$ cat src/rtl/am_tx_scheduler.sv
// Transmit alignment-marker slot scheduler for multi-lane 40GBASE-R PCS.
// Paces on the gearbox slot strobe, stalls upstream on AM slots and keeps per-lane BIP3.
module am_tx_scheduler #(
  parameter int LANE_N  = 4,
  parameter int BLOCK_W = 66,
  parameter int AM_GAP  = 16383,
  parameter int CNT_W   = 14
) (
  input  logic                        clk,
  input  logic                        nreset,
  input  logic                        en_i,
  input  logic                        slot_v_i,
  input  logic [LANE_N*BLOCK_W-1:0]   lane_data_i,
  output logic                        up_ready_o,
  output logic                        am_v_o,
  output logic [LANE_N*8-1:0]         bip3_o,
  output logic [LANE_N*8-1:0]         bip7_o,
  output logic                        am_sent_o
);

  typedef enum logic [1:0] {
    ST_IDLE = 2'd0,
    ST_AM   = 2'd1,
    ST_DATA = 2'd2
  } state_e;

  localparam logic [CNT_W-1:0] GAP_LAST = CNT_W'(AM_GAP - 1);

  state_e                state_q, state_d;
  logic [CNT_W-1:0]      cnt_q, cnt_d;
  logic [LANE_N*8-1:0]   acc_q, acc_d;
  logic                  am_v_q, am_v_d;
  logic                  am_sent_q, am_sent_d;
  logic [LANE_N*8-1:0]   blk_par;

  // BIP bit i covers payload bits i+2, i+10, ...; bits 3 and 4 also fold in the sync header.
  function automatic logic [7:0] bip_parity(input logic [BLOCK_W-1:0] b);
    logic [7:0] p;
    p = '0;
    for (int i = 0; i < 8; i++) begin
      for (int k = 0; k < 8; k++) begin
        p[i] = p[i] ^ b[i + 2 + 8 * k];
      end
    end
    p[3] = p[3] ^ b[0];
    p[4] = p[4] ^ b[1];
    return p;
  endfunction

  always_comb begin
    blk_par = '0;
    for (int l = 0; l < LANE_N; l++) begin
      blk_par[l*8 +: 8] = bip_parity(lane_data_i[l*BLOCK_W +: BLOCK_W]);
    end
  end

  // Slot gaps (slot_v_i=0) freeze everything so the AM period counts consumed slots only.
  always_comb begin
    state_d   = state_q;
    cnt_d     = cnt_q;
    acc_d     = acc_q;
    am_sent_d = (state_q == ST_AM) && slot_v_i;
    if (!en_i) begin
      state_d = ST_IDLE;
      cnt_d   = '0;
      acc_d   = '0;
    end else begin
      case (state_q)
        ST_IDLE: begin
          state_d = ST_AM;
          cnt_d   = '0;
          acc_d   = '0;
        end
        ST_AM: begin
          if (slot_v_i) begin
            // The marker block itself opens the next BIP interval.
            state_d = ST_DATA;
            cnt_d   = '0;
            acc_d   = blk_par;
          end
        end
        ST_DATA: begin
          if (slot_v_i) begin
            acc_d = acc_q ^ blk_par;
            if (cnt_q == GAP_LAST) begin
              state_d = ST_AM;
              cnt_d   = '0;
            end else begin
              cnt_d = cnt_q + 1'b1;
            end
          end
        end
        default: begin
          state_d = ST_IDLE;
          cnt_d   = '0;
          acc_d   = '0;
        end
      endcase
    end
    am_v_d = (state_d == ST_AM);
  end

  always_ff @(posedge clk) begin
    if (!nreset) begin
      state_q   <= ST_IDLE;
      cnt_q     <= '0;
      acc_q     <= '0;
      am_v_q    <= 1'b0;
      am_sent_q <= 1'b0;
    end else begin
      state_q   <= state_d;
      cnt_q     <= cnt_d;
      acc_q     <= acc_d;
      am_v_q    <= am_v_d;
      am_sent_q <= am_sent_d;
    end
  end

  // Upstream handshake: a block is taken exactly when the gearbox consumes a data slot.
  assign up_ready_o = slot_v_i && (state_q == ST_DATA);
  assign am_v_o     = am_v_q;
  assign bip3_o     = acc_q;
  assign bip7_o     = ~acc_q;
  assign am_sent_o  = am_sent_q;

endmodule

$ cat config.mk
export PLATFORM = sky130hd
export DESIGN_NAME = am_tx_scheduler
export DESIGN_NICKNAME = d
export VERILOG_FILES = /design/src/rtl/am_tx_scheduler.sv
export SDC_FILE = /design/constraint.sdc
export NUM_CORES = 1
export LEC_CHECK = 0
export ABC_AREA = 1
export CAP_MARGIN = 20
export CORE_MARGIN = 2
export CORE_UTILIZATION = 42
export DETAILED_ROUTE_END_ITERATION = 7
export GPL_ROUTABILITY_DRIVEN = 0
export PLACE_DENSITY = 0.84
export SYNTH_ARGS = -nofsm -noshare
export SYNTH_HDL_FRONTEND = slang
export SYNTH_SLANG_ARGS = --single-unit
export TNS_END_PERCENT = 30
$ cat constraint.sdc
create_clock -name clk -period 4 [get_ports clk]
set_input_delay 0.4 -clock clk [delete_from_list [all_inputs] [get_ports clk]]
set_output_delay 0.4 -clock clk [all_outputs]
set_load 0.01 [all_outputs]
==> flow_summary.json <==
{
  "endpoint_kind": "output port",
  "area_delta_synth_final_pct": 55.5,
  "nNetsFinal": 1913,
  "min_to": "cnt_q[12]",
  "hold_slack_ns": 0.486,
  "ys_types": 34,
  "netlist_top_cells_count": "nand2_1 (593), inv_1 (269), nand3_1 (143)",
  "synth-edff-count": 0,
  "required_ns": 3.60,
  "root_buffer": "clkbuf_16",
  "coreArea_mm2": 0.0153,
  "grt_pass1_vias": 7611,
  "pre_cts_slack_ns": 1.41,
  "r2r_slack_ns": 1.41,
  "ys_ff_latch": 50,
  "clk_pin_slew_ns": 0.07,
  "antenna_left": 0,
  "setup_ws_ns": 1.26,
  "whs_path_depth": 2,
  "htreeDepth": 2,
  "via_per_inst": 4.60,
  "antenna_found_initial": 0,
  "layout-drive-gt1-share_pct": 1.71,
  "yosysSeqAreaShare_pct": 15.2,
  "gr-total-overflow": 0,
  "ys_warn_count": 0,
  "min_from": "cnt_q[12]",
  "r2r_end": "bip3_o[14]",
  "rsz0062_at_grt": "no",
  "setup_tns_ns": 0,
  "syn_inst": 1320,
  "fin_util_pct": 67.3,
  "synthFlopType": "dfxtp_1",
  "maxCapViolCount": 0,
  "holdBufCountCts": 0,
  "fill_cells": 1440,
  "start_kind": "register",
  "clk_latency_ns": 0.28,
  "antenna_cells": 0,
  "dpl_cell_area_mm2": 0.0101,
  "stdcell_area_mm2": 0.0103,
  "clk_path_buf_depth": 2,
  "synthTopCellsByArea": "nand2_1 (34%), inv_1 (15%), dfxtp_1 (15%)",
  "num_io_pins": 335,
  "dieWidth_um": 129,
  "synth.top_cell.area_share_pct": 33.7,
  "drt_iter0_drc": 323,
  "die_area_mm2": 0.0167,
  "cts_setup_buffers": 0,
  "cellPowerDensity_mw_per_mm2": 176,
  "status": "completed",
  "final.setup_skew_ns": 0.00370,
  "setup_violations": 0,
  "synth_area_mm2": 0.00660,
  "dp_hpwl_um": 16800,
  "cp_max_fo": 67,
  "cts.sinks": 50,
  "grt_pass1_wl_um": 32800,
  "placementRows": 45,
  "yosysTopAreaCell": "nand2_1",
  "wirelength_um": 20100,
  "hold_violations": 0,
  "min_path_type": "reg -> reg",
  "yosysMostFrequentCell": "nand2_1",
  "synth_area_per_cell_um2": 5.00,
  "grt_usage_pct": 23.5,
  "worstRegToRegCells": 7,
  "fin_crit_ns": 2.74,
  "via_count": 8507,
  "r2r_start": "state_q[1]",
  "regArea_mm2": 0.00100,
  "fp.dieH_um": 129,
  "grt_max_degree": 68,
  "drc": 0,
  "tightest_slew_ns": 0.881,
  "power_leakage_nw": 5.37,
  "wire_per_inst_um": 10.9,
  "cts_resized": 0,
  "multiInputGateArea_mm2": 0.00448,
  "final.period_utilization_pct": 68.6,
  "cts_buffers": 5,
  "arrival_ns": 2.34,
  "syn_nets": 1594,
  "fmax_ghz": 0.365,
  "worstSetupPathType": "reg -> out",
  "relSlewSlack_pct": 41.1,
  "dr.pass1.iters": 5,
  "async_flop_share_pct": 0,
  "drv_slew": 0,
  "start_util_pct": 43.3,
  "max-vdd-ir-drop_mv": 0.156,
  "cts_tree": "done",
  "io_buffers": 334
}
## worst max-delay path, stage by stage, from the launching register on
cell and delay, ns:
dfxtp_1 0.34, inv_1 0.11, ha_2 0.20, buf_4 0.53, nand2_1 0.20, inv_1 0.10, clkdlybuf4s50_1 0.57
## layer usage
metal	global-route usage, %	share of wire [%]
met5	0	0
met4	5.63	1.8
met3	5.62	7.6
met2	46.1	51
met1	25.1	40
## stage by stage
| step | power, mW | cells |
|---|---|---|
| final | 1.81 | 1851 |
| after CTS | 1.83 | 1851 |
| after global placement | 1.38 | 1843 |
| after floorplan | 0.997 | 1320 |
| after detailed placement | 1.40 | 1843 |
| after global routing | 1.97 | 1851 |
## layout make-up
class	instances	share of cell area [%]
tap	211	2.57
clock buffer	7	1.39
multi-input combinational	976	43.6
timing repair buffer	336	32.7
clock inverter	1	0.0488
sequential	50	9.75
inverter	270	9.87
## placed cells by master, fill, tap and decap left out
| master | count |
|---|---|
| nand3_2 | 1 |
| a21boi_0 | 1 |
| or2_1 | 1 |
| nand3_1 | 143 |
| clkbuf_8 | 1 |
| xor2_1 | 27 |
| clkinv_1 | 1 |
| nor4_1 | 1 |
| nand3b_1 | 50 |
| nor3_2 | 2 |
| nand2_1 | 592 |
| inv_1 | 269 |
| xnor2_1 | 8 |
| a21oi_2 | 2 |
| and2_1 | 1 |
| nor2_1 | 40 |
| nor2_4 | 3 |
| a31o_2 | 1 |
| o31ai_1 | 1 |
| o21ai_0 | 5 |
| nor2_2 | 3 |
| a21oi_1 | 77 |
| clkinv_2 | 1 |
| ha_1 | 4 |
| and3_1 | 1 |
| buf_4 | 2 |
| clkbuf_1 | 1 |
| o21ai_1 | 3 |
| nand4_1 | 1 |
| nand4_2 | 2 |
| clkdlybuf4s50_1 | 334 |
| nor3_1 | 1 |
| clkbuf_16 | 5 |
| dfxtp_1 | 50 |
| ha_2 | 2 |
| nand2_2 | 3 |
## worst max path at each step
stage                     startpoint         end  cells past startpoint
final                     state_q[0]  up_ready_o                      6
after global routing      state_q[0]  up_ready_o                      6
after CTS                 state_q[0]  up_ready_o                      6
after detailed placement  state_q[1]   bip3_o[5]                      7
after global placement    state_q[1]  bip3_o[30]                      7
after floorplan           state_q[1]  bip3_o[30]                      9
## sequential cells by signal, indices dropped and copies added (netlist names)
name and count:
am_sent_o 1, am_v_o 1, bip3_o 32, cnt_q 14
state_q 2
## cells by family after synthesis
| family | after synthesis | share of synthesized area [%] |
|---|---|---|
| adders and majority gates | 6 | 1.14 |
| AOI/OAI and AO/OA | 90 | 7.07 |
| buffers and inverters | 294 | 17.3 |
| and+or+nand+nor | 845 | 54.7 |
| DFF | 50 | 15.2 |
| xor gates and xnor gates | 35 | 4.64 |
## power breakdown
group / internal, mW / switching, mW
clock: 0.248 / 0.177
combinational: 0.457 / 0.415
sequential: 0.505 / 0.00728
Power figures use the tool's default switching activity.
